==> src/rtl/minmax_sequencer.sv <==
// Streaming min/max tracker for 4-bit unsigned samples, time-sharing one comparator.
// Define MINMAX_IDX_EN to add min_idx/max_idx outputs holding the capture index.

module comparator (
    input  logic [3:0] x,
    input  logic [3:0] y,
    output logic       lt,
    output logic       eq,
    output logic       gt
);

    assign lt = (x < y);
    assign eq = (x == y);
    assign gt = (x > y);

endmodule

module minmax_sequencer #(
    parameter int N_SAMPLES = 8,
    parameter int CNT_W     = 4
) (
    input  logic             clk,
    input  logic             rst,
    input  logic             start,
    input  logic             abort,
    input  logic             in_valid,
    input  logic [3:0]       in_data,
    output logic             in_ready,
    output logic             busy,
    output logic             done,
    output logic [3:0]       min_out,
    output logic [3:0]       max_out
`ifdef MINMAX_IDX_EN
   ,output logic [CNT_W-1:0] min_idx,
    output logic [CNT_W-1:0] max_idx
`endif
);

    typedef enum logic [2:0] {
        IDLE,
        WAIT_IN,
        CMP_MIN,
        CMP_MAX,
        DONE
    } state_t;

    state_t           r_state;
    logic [CNT_W-1:0] r_count;
    logic [3:0]       r_sample;
    logic [3:0]       r_min;
    logic [3:0]       r_max;
    logic             r_inReady;
    logic             r_busy;
    logic             r_done;
`ifdef MINMAX_IDX_EN
    logic [CNT_W-1:0] r_minIdx;
    logic [CNT_W-1:0] r_maxIdx;
`endif

    logic [3:0]       w_cmpY;
    logic             w_lt;
    logic             w_eq;
    logic             w_gt;
    logic [CNT_W-1:0] w_countNext;

    // One comparator serves both compare phases; the Y operand follows the phase.
    assign w_cmpY      = (r_state == CMP_MIN) ? r_min : r_max;
    assign w_countNext = r_count + CNT_W'(1);

    comparator u_cmp (
        .x  (r_sample),
        .y  (w_cmpY),
        .lt (w_lt),
        .eq (w_eq),
        .gt (w_gt)
    );

    always_ff @(posedge clk or posedge rst) begin
        if (rst) begin
            r_state   <= IDLE;
            r_count   <= '0;
            r_sample  <= 4'h0;
            r_min     <= 4'h0;
            r_max     <= 4'h0;
            r_inReady <= 1'b0;
            r_busy    <= 1'b0;
            r_done    <= 1'b0;
`ifdef MINMAX_IDX_EN
            r_minIdx  <= '0;
            r_maxIdx  <= '0;
`endif
        end else begin
            r_done <= 1'b0;
            case (r_state)
                IDLE: begin
                    if (start && !abort) begin
                        r_count   <= '0;
                        r_state   <= WAIT_IN;
                        r_inReady <= 1'b1;
                        r_busy    <= 1'b1;
                    end
                end

                WAIT_IN: begin
                    if (abort) begin
                        r_count   <= '0;
                        r_state   <= IDLE;
                        r_inReady <= 1'b0;
                        r_busy    <= 1'b0;
                    end else if (in_valid) begin
                        // The first sample seeds both extremes without a compare.
                        if (r_count == '0) begin
                            r_min   <= in_data;
                            r_max   <= in_data;
                            r_count <= CNT_W'(1);
`ifdef MINMAX_IDX_EN
                            r_minIdx <= '0;
                            r_maxIdx <= '0;
`endif
                        end else begin
                            r_sample  <= in_data;
                            r_state   <= CMP_MIN;
                            r_inReady <= 1'b0;
                        end
                    end
                end

                CMP_MIN: begin
                    if (abort) begin
                        r_count <= '0;
                        r_state <= IDLE;
                        r_busy  <= 1'b0;
                    end else begin
                        if (w_lt && !w_eq) begin
                            r_min <= r_sample;
`ifdef MINMAX_IDX_EN
                            r_minIdx <= r_count;
`endif
                        end
                        r_state <= CMP_MAX;
                    end
                end

                CMP_MAX: begin
                    if (abort) begin
                        r_count <= '0;
                        r_state <= IDLE;
                        r_busy  <= 1'b0;
                    end else begin
                        // r_count still equals the 0-based index of the sample under test.
                        if (w_gt && !w_eq) begin
                            r_max <= r_sample;
`ifdef MINMAX_IDX_EN
                            r_maxIdx <= r_count;
`endif
                        end
                        r_count <= w_countNext;
                        if (w_countNext == CNT_W'(N_SAMPLES)) begin
                            r_state <= DONE;
                            r_done  <= 1'b1;
                        end else begin
                            r_state   <= WAIT_IN;
                            r_inReady <= 1'b1;
                        end
                    end
                end

                DONE: begin
                    r_state <= IDLE;
                    r_busy  <= 1'b0;
                end

                default: begin
                    r_state   <= IDLE;
                    r_inReady <= 1'b0;
                    r_busy    <= 1'b0;
                end
            endcase
        end
    end

    assign in_ready = r_inReady;
    assign busy     = r_busy;
    assign done     = r_done;
    assign min_out  = r_min;
    assign max_out  = r_max;
`ifdef MINMAX_IDX_EN
    assign min_idx  = r_minIdx;
    assign max_idx  = r_maxIdx;
`endif

endmodule

==> config.mk <==
export PLATFORM = sky130hd
export DESIGN_NAME = minmax_sequencer
export DESIGN_NICKNAME = d
export VERILOG_FILES = /design/src/rtl/minmax_sequencer.sv
export SDC_FILE = /design/constraint.sdc
export NUM_CORES = 1
export LEC_CHECK = 0
export ABC_AREA = 0
export BUFFER_PORTS_ARGS = -buffer_cell sky130_fd_sc_hd__buf_2
export CORE_MARGIN = 5
export CORE_UTILIZATION = 60
export CTS_BUF_LIST = sky130_fd_sc_hd__clkbuf_4
export DETAILED_ROUTE_END_ITERATION = 10
export GPL_ROUTABILITY_DRIVEN = 0
export PLACE_DENSITY = 0.79
export SYNTH_ARGS = -nofsm -noshare
export SYNTH_HDL_FRONTEND = slang
export SYNTH_SLANG_ARGS = --single-unit
==> constraint.sdc <==
create_clock -name clk -period 4.2 [get_ports clk]
set_input_delay 0.63 -clock clk [delete_from_list [all_inputs] [get_ports clk]]
set_output_delay 0.63 -clock clk [all_outputs]
set_load 0.05 [all_outputs]
Word level (Yosys, flattened, before mapping)
Index checks and enable logic that the tools add are counted.
{"block": "word_totals", "latchBits": 0, "ram_bits": 0, "mem_count": 0, "regBits": 22, "romBits": 0, "out_inout_bits": 11, "elab_cells": 90}
{"block": "classes", "n_mul": 0, "n_bitwise": 3, "eq_ne": 20, "div": 0, "order_cmp": 2, "reduce_logical": 19, "addsub": 1, "n_shift": 0, "n_mux": 37}
{"op": "2-to-1 mux 4 bit", "n": 14}
{"op": "2-to-1 mux 3 bit", "n": 6}
{"op": "inequality test 2 bit (second input constant)", "n": 9}
{"op": "AND reduction 6 bit", "n": 3}
{"op": "case mux 4 bit (2 select lines)", "n": 2}
{"op": "case mux 4 bit (4 select lines)", "n": 1}
{"op": "case mux 3 bit (4 select lines)", "n": 1}
{"op": "2-to-1 mux 1 bit", "n": 10}
{"op": "inequality test 3 bit (second input constant)", "n": 3}
{"op": "== test 3 x 2 -> 1 bit (second input constant)", "n": 2}
{"op": "AND reduction 5 bit", "n": 1}
{"op": "adder 4 x 1 -> 4 bit (second input constant)", "n": 1}
{"op": "== test 4 bit", "n": 1}
{"op": "== test 4 bit (second input constant)", "n": 1}
{"op": "greater-than comparator 4 bit", "n": 1}
{"op": "logical NOT 4 bit", "n": 1}
{"op": "< comparator 4 bit", "n": 1}
{"op": "inequality test 2 x 1 -> 1 bit (second input constant)", "n": 2}
{"op": "case mux 1 bit (4 select lines)", "n": 1}
{"op": "AND reduction 4 bit", "n": 1}
{"op": "nonzero test 2 bit", "n": 2}
{"op": "nonzero test 4 bit", "n": 1}
{"op": "== test 3 x 1 -> 1 bit (second input constant)", "n": 1}
{"op": "== test 3 bit (second input constant)", "n": 1}
{"op": "10 further kinds", "n": 15}

Logic depth before layout (Yosys ltp)
Gate-level depths: netlist (run 1).
{"block": "depth", "ltp_word": 8, "mapped_depth": 8, "mapped_depth_nobuf": 7}

Hierarchy
A second synthesis (run 1) with hierarchy kept.
{"block": "hier_totals", "hier_cells": 137, "area_unflattened_um2": 1408.9}
{"mod": "minmax_sequencer", "instances": 1, "area_per_inst_um2": 1280.0, "seq_area_each_um2": 550.5, "cells_each": 121}
{"mod": "comparator", "instances": 1, "area_per_inst_um2": 128.9, "seq_area_each_um2": 0.0, "cells_each": 16}

Least setup slack after synthesis (run 1)
OpenSTA, ideal clock, no wires.
{"block": "synth_path", "path_type": "register to register", "start": "register r_state[0]", "end": "register r_min[0] (netlist: min_out[0])", "t_required_ps": 4113, "arrival_time_ps": 2297, "stages_incl_launch_ff": 9, "path_buffers": 1, "setup_slack_ps": 1816, "cell_sequence": "dfrtp_1 > buf_6 > nor3b_4 > mux2_2 > ha_1 > nand4_1 > nand3b_4 > or3_4 > a211oi_2"}
{"block": "synth_via", "elab_chain_len": 7, "elab_cells_between_ends": 15}
{"item": "start, declared", "line": "47", "source": "state_t r_state;"}
{"item": "start signal, assigned", "line": "80", "source": "r_state <= IDLE;"}
{"item": "start signal, assigned", "line": "98", "source": "r_state <= WAIT_IN;"}
{"item": "start signal, assigned", "line": "107", "source": "r_state <= IDLE;"}
{"item": "branches (longest 7 deep; another with < comparator 4 bit)"}
{"item": "end signal, assigned", "line": "113", "source": "r_min <= in_data;"}
{"item": "end signal, assigned", "line": "135", "source": "r_min <= r_sample;"}
{"item": "end, declared", "line": "50", "source": "logic [3:0] r_min;"}
Parallel ways; which one is timed is not known.
A chain may end at the register's enable or synchronous reset.

Worst setup path in the final report (run 1)
{"block": "layout_path", "start": "register r_state[1]", "end": "register r_max[1] (netlist: max_out[1])"}
{"block": "layout_via", "elab_chain_len": 7, "elab_cells_between_ends": 16}
{"item": "branches (longest 7 deep; another with greater-than comparator 4 bit)"}
{"item": "end signal, assigned", "line": "114", "source": "r_max <= in_data;"}
{"item": "end signal, assigned", "line": "152", "source": "r_max <= r_sample;"}
{"item": "end, declared", "line": "51", "source": "logic [3:0] r_max;"}
Parallel ways; which one is timed is not known.

==> reports/metrics.cfg, run 1 <==
[outcome]
status = completed

[worst_setup_path]
crit_path_start_kind = flip-flop
worstPathRequired_ns = 4.42
cp_cell_sequence = nor3b_4, mux2_2, ha_1, nand2b_1, a21oi_1, o2111ai_1, a22oi_1
cpLargestDelayFamily = compound AO/OA/AOI/OAI gates
path_buf_inv = 0
end_kind = flip-flop
slowest_stage = dfrtp_1
worstSetupPathType = flip-flop to flip-flop
crit_fanout = 18
cp_data_arrival_time_ns = 3.09
cp_slowest_stage_delay_ns = 0.67

[power_and_ir_drop]
total_power_mw = 0.715
power_density_nw_per_um2 = 467
ir_worst_vdd_mv = 0.319
p_leak_nw = 0.676

[timing]
max_freq_mhz = 349
hold_viol = 0
setup_tns_ns = 0
worst-slew-pin-transition_ns = 0.817
maxSlewViolCount = 0
grt_setup_unrepaired = no
period_share = 0.683
skew_ns = 0.00225
slew_headroom = 0.454
finalCriticalPeriod_ns = 2.87
setup_viol = 0

[cts]
cts-root-buf = clkbuf_4
tritoncts = yes
clock-sinks = 22
htreeDepth = 1
ctsHoldBuffers = 0
cts_buffers = 3
clk_latency_ns = 0.30
path_clk_slew_ns = 0.11
clock_path_buffers = 2
post_cts_resized = 0
post-cts-setup-buffer-count = 0

[cells_and_area]
layoutNonFillerInstCount = 184
fin_nets = 174
area_growth_pct = 8.89
final_util = 0.686
fill_cells = 190
final_area_sq_um = 1530
diodes = 0
drive_gt1_frac = 0.269

[route]
wl_per_cell_um = 15.5
first_iter_violations = 46
avgViaCountPerCell = 6.20
routed_wirelength_um = 2860
drc = 0
routed-via-count = 1140
ant_nets = 0
dr.pass1.iters = 4

[floorplan]
die_h_um = 58.4
num_rows = 17
die_area_sq_um = 3410
dieWidth_um = 58.4
io_pins = 20
initial_utilization = 0.630
core-area_sq_um = 2230

[grt]
grt_util_all_layers = 0.183
grt_pass1_vias = 1022
grt_pass1_wl_um = 4830
overflow = 0
antenna_found_initial = 0
grt_max_degree = 23

[place]
dp_hpwl_um = 2180
place_area_sq_um = 1510
port_buffers = 19
place_inst = 181

[logic_synthesis]
syn_avg_cell_area_sq_um = 10.2
syn-instance-count = 138
synth_edf_count = 0
syn_area_sq_um = 1410
synthFlopType = dfrtp_1
async_flop_share = 1.00
synth_cell_types = 43
ys_ff_latch = 22
synth_top_area_share = 0.391
yosysSeqAreaShare = 0.391
ys_warn_count = 0
syn_nets = 154
synth_top_cell_by_area = dfrtp_1
synth_area_leaders = dfrtp_1 39%, mux2_2 6.4%, ha_1 6.2%

[worst_hold_path]
worstHoldPathType = primary input to async pin

[run]
maxCapViolations = 0

## state kept, by name, indices dropped and copies added (netlist names)
name      flops
busy          1
done          1
in_ready      1
max_out       4
min_out       4
r_count       4
r_sample      4
r_state       3
## placed cells by master, fill, tap and decap left out, types with 2 or more instances in the layout
| cell | netlist | layout |
|---|---|---|
| a211oi_2 | 4 | 4 |
| a21boi_0 | 2 | 2 |
| a21o_1 | 2 | 2 |
| a21oi_1 | 5 | 5 |
| a22oi_1 | 4 | 4 |
| a32o_1 | 2 | 2 |
| and2_1 | 2 | 2 |
| and3_1 | 3 | 3 |
| buf_2 | 0 | 19 |
| clkbuf_4 | 0 | 3 |
| dfrtp_1 | 22 | 22 |
| ha_1 | 7 | 7 |
| inv_1 | 4 | 4 |
| mux2_2 | 8 | 8 |
| mux2i_1 | 3 | 3 |
| nand2_1 | 6 | 6 |
| nand2b_1 | 3 | 3 |
| nand3_1 | 2 | 2 |
| nand3b_1 | 4 | 4 |
| nor2_1 | 21 | 21 |
| nor2b_1 | 2 | 2 |
| nor3b_1 | 2 | 2 |
| nor3b_2 | 2 | 2 |
| nor4_1 | 4 | 4 |
| o21ai_0 | 2 | 2 |
| o22ai_1 | 2 | 2 |
| or3_4 | 2 | 2 |
## power by group
group          total (mW)  internal, mW  switching (mW)
sequential          0.306         0.258          0.0479
clock              0.0932        0.0334          0.0598
combinational       0.316         0.106           0.210
total               0.715         0.398           0.317
## cell families (layout without fill, tap and decap cells)
family	after synthesis	count (layout)	share of synthesized area
compound gates	30	30	0.167
xor+xnor	1	1	0.00622
fa+ha+maj	7	7	0.0622
buf+inv	8	26	0.0302
flops	22	22	0.391
mux	12	12	0.0960
simple gates	58	58	0.247
## worst paths after layout
check,from,cells past startpoint,slack [ns],endpoint
hold / removal,rst,2,0.47,max_out[2]
setup reg to reg,r_state[1],7,1.33,max_out[1]
hold reg to reg,busy,2,0.57,busy
max in group asynchronous,rst,2,3.23,r_count[0]
min in group clk,busy,2,0.57,busy
setup / recovery,r_state[1],7,1.33,max_out[1]
## Yosys cell counts, drive strengths merged (3+ instances only)
cell type and number:
ha 7, nand2 6, nor2 21, nand3b 5
nor4 4, inv 4, dfrtp 22, a22oi 4
nor3b 5, mux2 9, nand2b 3, and3 3
a21oi 5, mux2i 3, a211oi 5
## stage by stage
step,hold WS [ns],worst slack (ns)
floorplan,0.504,1.82
global placement,0.535,1.53
detailed placement,0.546,1.38
CTS,0.490,1.36
global route,0.554,1.09
finish,0.466,1.33
## metal layers
metal	share of wire	wire, um	global-route usage
met5	0	0	0
met2	0.43	1240	0.260
met3	0.057	164	0.0219
met1	0.50	1420	0.285
met4	0.010	29	0.0596
## cell type report
type                            count  area [sq um]  share of cell area
Multi-Input combinational cell    108           815               0.531
Sequential cell                    22           551               0.359
Timing Repair Buffer               19          95.1              0.0620
Tap cell                           28          35.0              0.0229
Clock buffer                        3          22.5              0.0147
Inverter                            4          15.0             0.00980
(Power assumes the default switching activity.)
==> run 2, diff against run 1 <==
--- a/config.mk
+++ b/config.mk
@@ -8,11 +8,11 @@
 export ABC_AREA = 0
 export BUFFER_PORTS_ARGS = -buffer_cell sky130_fd_sc_hd__buf_2
 export CORE_MARGIN = 5
-export CORE_UTILIZATION = 60
+export CORE_UTILIZATION = 59
 export CTS_BUF_LIST = sky130_fd_sc_hd__clkbuf_4
 export DETAILED_ROUTE_END_ITERATION = 10
 export GPL_ROUTABILITY_DRIVEN = 0
-export PLACE_DENSITY = 0.79
+export PLACE_DENSITY = 0.78
 export SYNTH_ARGS = -nofsm -noshare
 export SYNTH_HDL_FRONTEND = slang
 export SYNTH_SLANG_ARGS = --single-unit
==> constraint.sdc (replaced) <==
create_clock -name clk -period 2.9 [get_ports clk]
set_input_delay 0.435 -clock clk [delete_from_list [all_inputs] [get_ports clk]]
set_output_delay 0.435 -clock clk [all_outputs]
set_load 0.05 [all_outputs]
==> reports/metrics.cfg, run 2 (same netlist as run 1, synthesis figures left out) <==
[worst_setup_path]
ff2ff_setup_slack_ns = 0.17
reg2reg_depth = 7
worstSetupPathType = flip-flop to flip-flop
cp_data_arrival_time_ns = 2.96
cp_slowest_stage_delay_ns = 0.54
cpLargestDelayFamily = compound AO/OA/AOI/OAI gates
end_kind = flip-flop
path_buf_inv = 0
cp_cell_sequence = nor3b_4, mux2_2, ha_1, nand2b_1, a21oi_1, o2111ai_1, a22oi_1
r2r_end = max_out[3]
worstPathRequired_ns = 3.13
crit_path_start_kind = flip-flop
crit_fanout = 12
slowest_stage = dfrtp_1
rr_startpoint = r_state[0]

[place]
place_inst = 182
place_area_sq_um = 1520
port_buffers = 19
dp_hpwl_um = 2330
pre_cts_ws_ns = 0.212

[timing]
setup_viol = 0
grt_setup_unrepaired = no
maxSlewViolCount = 0
skew_ns = 0.00216
setup_tns_ns = 0
setup_ws_ns = 0.172
max_freq_mhz = 367
slew_headroom = 0.434
period_share = 0.941
hold_viol = 0
whs_ns = 0.276
finalCriticalPeriod_ns = 2.73
worst-slew-pin-transition_ns = 0.848

[route]
avgViaCountPerCell = 6.01
wl_per_cell_um = 16.3
drc = 0
first_iter_violations = 42
ant_nets = 0
routed_wirelength_um = 3030
dr.pass1.iters = 6
routed-via-count = 1117

[floorplan]
core-area_sq_um = 2250
io_pins = 20
num_rows = 17
dieWidth_um = 58.8
die_area_sq_um = 3460
die_h_um = 58.8
initial_utilization = 0.624

[cts]
clk_latency_ns = 0.31
post_cts_resized = 0
cts-root-buf = clkbuf_4
post-cts-setup-buffer-count = 0
ctsHoldBuffers = 0
clock-sinks = 22
tritoncts = yes
clock_path_buffers = 2
cts_buffers = 3
path_clk_slew_ns = 0.12
htreeDepth = 1

[cells_and_area]
diodes = 0
fin_nets = 175
final_common_cell = dfrtp_1
drive_gt1_frac = 0.272
final_util = 0.685
layoutNonFillerInstCount = 186
area_growth_pct = 9.69
final_area_sq_um = 1540
final_cell_mix = 22 x dfrtp_1, 21 x nor2_1, 19 x buf_2

[grt]
grt_pass1_wl_um = 5190
overflow = 0
antenna_found_initial = 0
grt_max_degree = 23
grt_pass1_vias = 1099
grt_util_all_layers = 0.195

[power_and_ir_drop]
p_leak_nw = 0.683
ir_worst_vdd_mv = 0.449
total_power_mw = 1.05
power_density_nw_per_um2 = 679

[run]
maxCapViolations = 0

[outcome]
status = completed

[worst_hold_path]
worstHoldPathType = primary input to async pin

run 2: worst max-delay path by stage:
stage | start | to | depth (start not counted)
after floorplan | r_state[0] | min_out[0] | 8
after global placement | r_state[0] | max_out[3] | 7
after detailed placement | r_state[0] | max_out[1] | 7
after CTS | r_state[0] | max_out[1] | 7
after global routing | r_state[0] | max_out[3] | 7
final | r_state[0] | max_out[3] | 7
run 2: area by class of cell:
class	instances	area, sq um
tap	28	35.0
multi-input combinational	108	815
clock inverter	1	3.75
fill	179	711
timing repair buffer	20	103
inverter	4	15.0
clock buffer	3	22.5
sequential	22	551
run 2: metal layers:
metal,part of all wire,track usage
met5,0,0
met4,0.014,0.0809
met3,0.034,0.0285
met2,0.50,0.308
met1,0.45,0.265
run 2: power by group:
group,switching [mW],leakage [nW],total [mW],internal [mW]
clock,0.0936,0.0154,0.144,0.0503
combinational,0.307,0.394,0.461,0.155
sequential,0.0684,0.273,0.442,0.374
==> run 3, diff against run 2 <==
--- a/config.mk
+++ b/config.mk
@@ -12,6 +12,7 @@
 export CTS_BUF_LIST = sky130_fd_sc_hd__clkbuf_4
 export DETAILED_ROUTE_END_ITERATION = 10
 export GPL_ROUTABILITY_DRIVEN = 0
+export MAX_ROUTING_LAYER = met4
 export PLACE_DENSITY = 0.78
 export SYNTH_ARGS = -nofsm -noshare
 export SYNTH_HDL_FRONTEND = slang
==> reports/metrics.cfg, run 3 (same netlist as run 1, synthesis figures left out) <==
[outcome]
status = completed

[cts]
cts-root-buf = clkbuf_4
clock-sinks = 22
clock_path_buffers = 2
post_cts_resized = 0
path_clk_slew_ns = 0.12
htreeDepth = 1
tritoncts = yes
cts_buffers = 3
clk_latency_ns = 0.31
ctsHoldBuffers = 0
post-cts-setup-buffer-count = 0

[power_and_ir_drop]
pwr-share-clk = 0.136
p_sw_mw = 0.466
comb_power_share = 0.441
total_power_mw = 1.05
p_leak_nw = 0.683
power_density_nw_per_um2 = 677
swShare = 0.446
power.sequential.fraction = 0.423
p_int_mw = 0.579
ir_worst_vdd_mv = 0.447

[worst_setup_path]
r2r_end = max_out[3]
crit_cells = 7
cp_slowest_stage_delay_ns = 0.54
worstPathRequired_ns = 3.13
crit_path_end = max_out[3]
end_kind = flip-flop
cpLargestDelayFamily = compound AO/OA/AOI/OAI gates
crit_fanout = 12
path_buf_inv = 0
crit_path_start_kind = flip-flop
worstSetupPathType = flip-flop to flip-flop
rr_startpoint = r_state[0]
slowest_stage = dfrtp_1
crit_start = r_state[0]
cp_cell_sequence = nor3b_4, mux2_2, ha_1, nand2b_1, a21oi_1, o2111ai_1, a22oi_1
ff2ff_setup_slack_ns = 0.17
reg2reg_depth = 7
cp_data_arrival_time_ns = 2.96

[cells_and_area]
fin_nets = 175
regArea_sq_um = 551
final_area_sq_um = 1540
area_growth_pct = 9.69
final_cell_mix = 22 x dfrtp_1, 21 x nor2_1, 19 x buf_2
multi_input_area_sq_um = 815
diodes = 0
fill_cells = 179
drive_gt1_frac = 0.272
final_common_cell = dfrtp_1

[timing]
setup_tns_ns = 0
worst-slew-pin-transition_ns = 0.844
period_share = 0.941
skew_ns = 0.00439
finalCriticalPeriod_ns = 2.73
whs_ns = 0.277
hold_viol = 0
grt_setup_unrepaired = no
setup_viol = 0
max_freq_mhz = 367
slew_headroom = 0.437
maxSlewViolCount = 0

[route]
ant_nets = 0
routed-via-count = 1118
routed_wirelength_um = 3020
avgViaCountPerCell = 6.01
wl_per_cell_um = 16.3
first_iter_violations = 48
dr.pass1.iters = 6
drc = 0

[grt]
grt_pass1_vias = 1090
grt_max_degree = 23
grt_util_all_layers = 0.201
antenna_found_initial = 0
grt_pass1_wl_um = 5200
overflow = 0

[place]
port_buffers = 19
place_area_sq_um = 1520
dp_hpwl_um = 2330

[floorplan]
core-area_sq_um = 2250
num_rows = 17
die_area_sq_um = 3460
die_h_um = 58.8
dieWidth_um = 58.8
initial_utilization = 0.624
io_pins = 20

[run]
maxCapViolations = 0

[worst_hold_path]
worstHoldPathType = primary input to async pin

## run 3: final cells by class
class / instances / share of cell area
multi-input combinational: 108 / 0.528
sequential: 22 / 0.357
timing repair buffer: 20 / 0.0665
tap: 28 / 0.0227
clock buffer: 3 / 0.0146
inverter: 4 / 0.00972
clock inverter: 1 / 0.00243
## run 3: worst min path at each step
stage,to,slack [ns]
after detailed placement,r_sample[0],0.55
after global routing,r_sample[0],0.34
after CTS,r_count[0],0.30
after floorplan,busy,0.42
after global placement,r_sample[0],0.54
final,r_count[2],0.28
## run 3: stage by stage
step	std cells	setup WS, ns	utilization
2_1_floorplan	138	0.516	-
5_1_grt	186	0.0268	0.685
4_1_cts	186	0.185	0.685
3_5_place_dp	182	0.212	0.673
6_report	186	0.172	0.685
3_3_place_gp	182	0.381	0.673
## run 3: routing by layer
layer  wire, um  vias up  track usage
met5          0        -            -
met4         36        0       0.0809
met1       1360      529        0.270
met2       1530       28        0.306
met3         99        7       0.0241
li1           -      554            -
## run 3: power groups by stage
| stage | Combinational, mW | Clock (mW) | Sequential (mW) |
|---|---|---|---|
| floorplan | 0.207 | 0 | 0.588 |
| global placement | 0.449 | 0 | 0.444 |
| detailed placement | 0.462 | 0 | 0.449 |
| CTS | 0.464 | 0.148 | 0.442 |
| global route | 0.498 | 0.170 | 0.452 |
| finish | 0.461 | 0.142 | 0.442 |
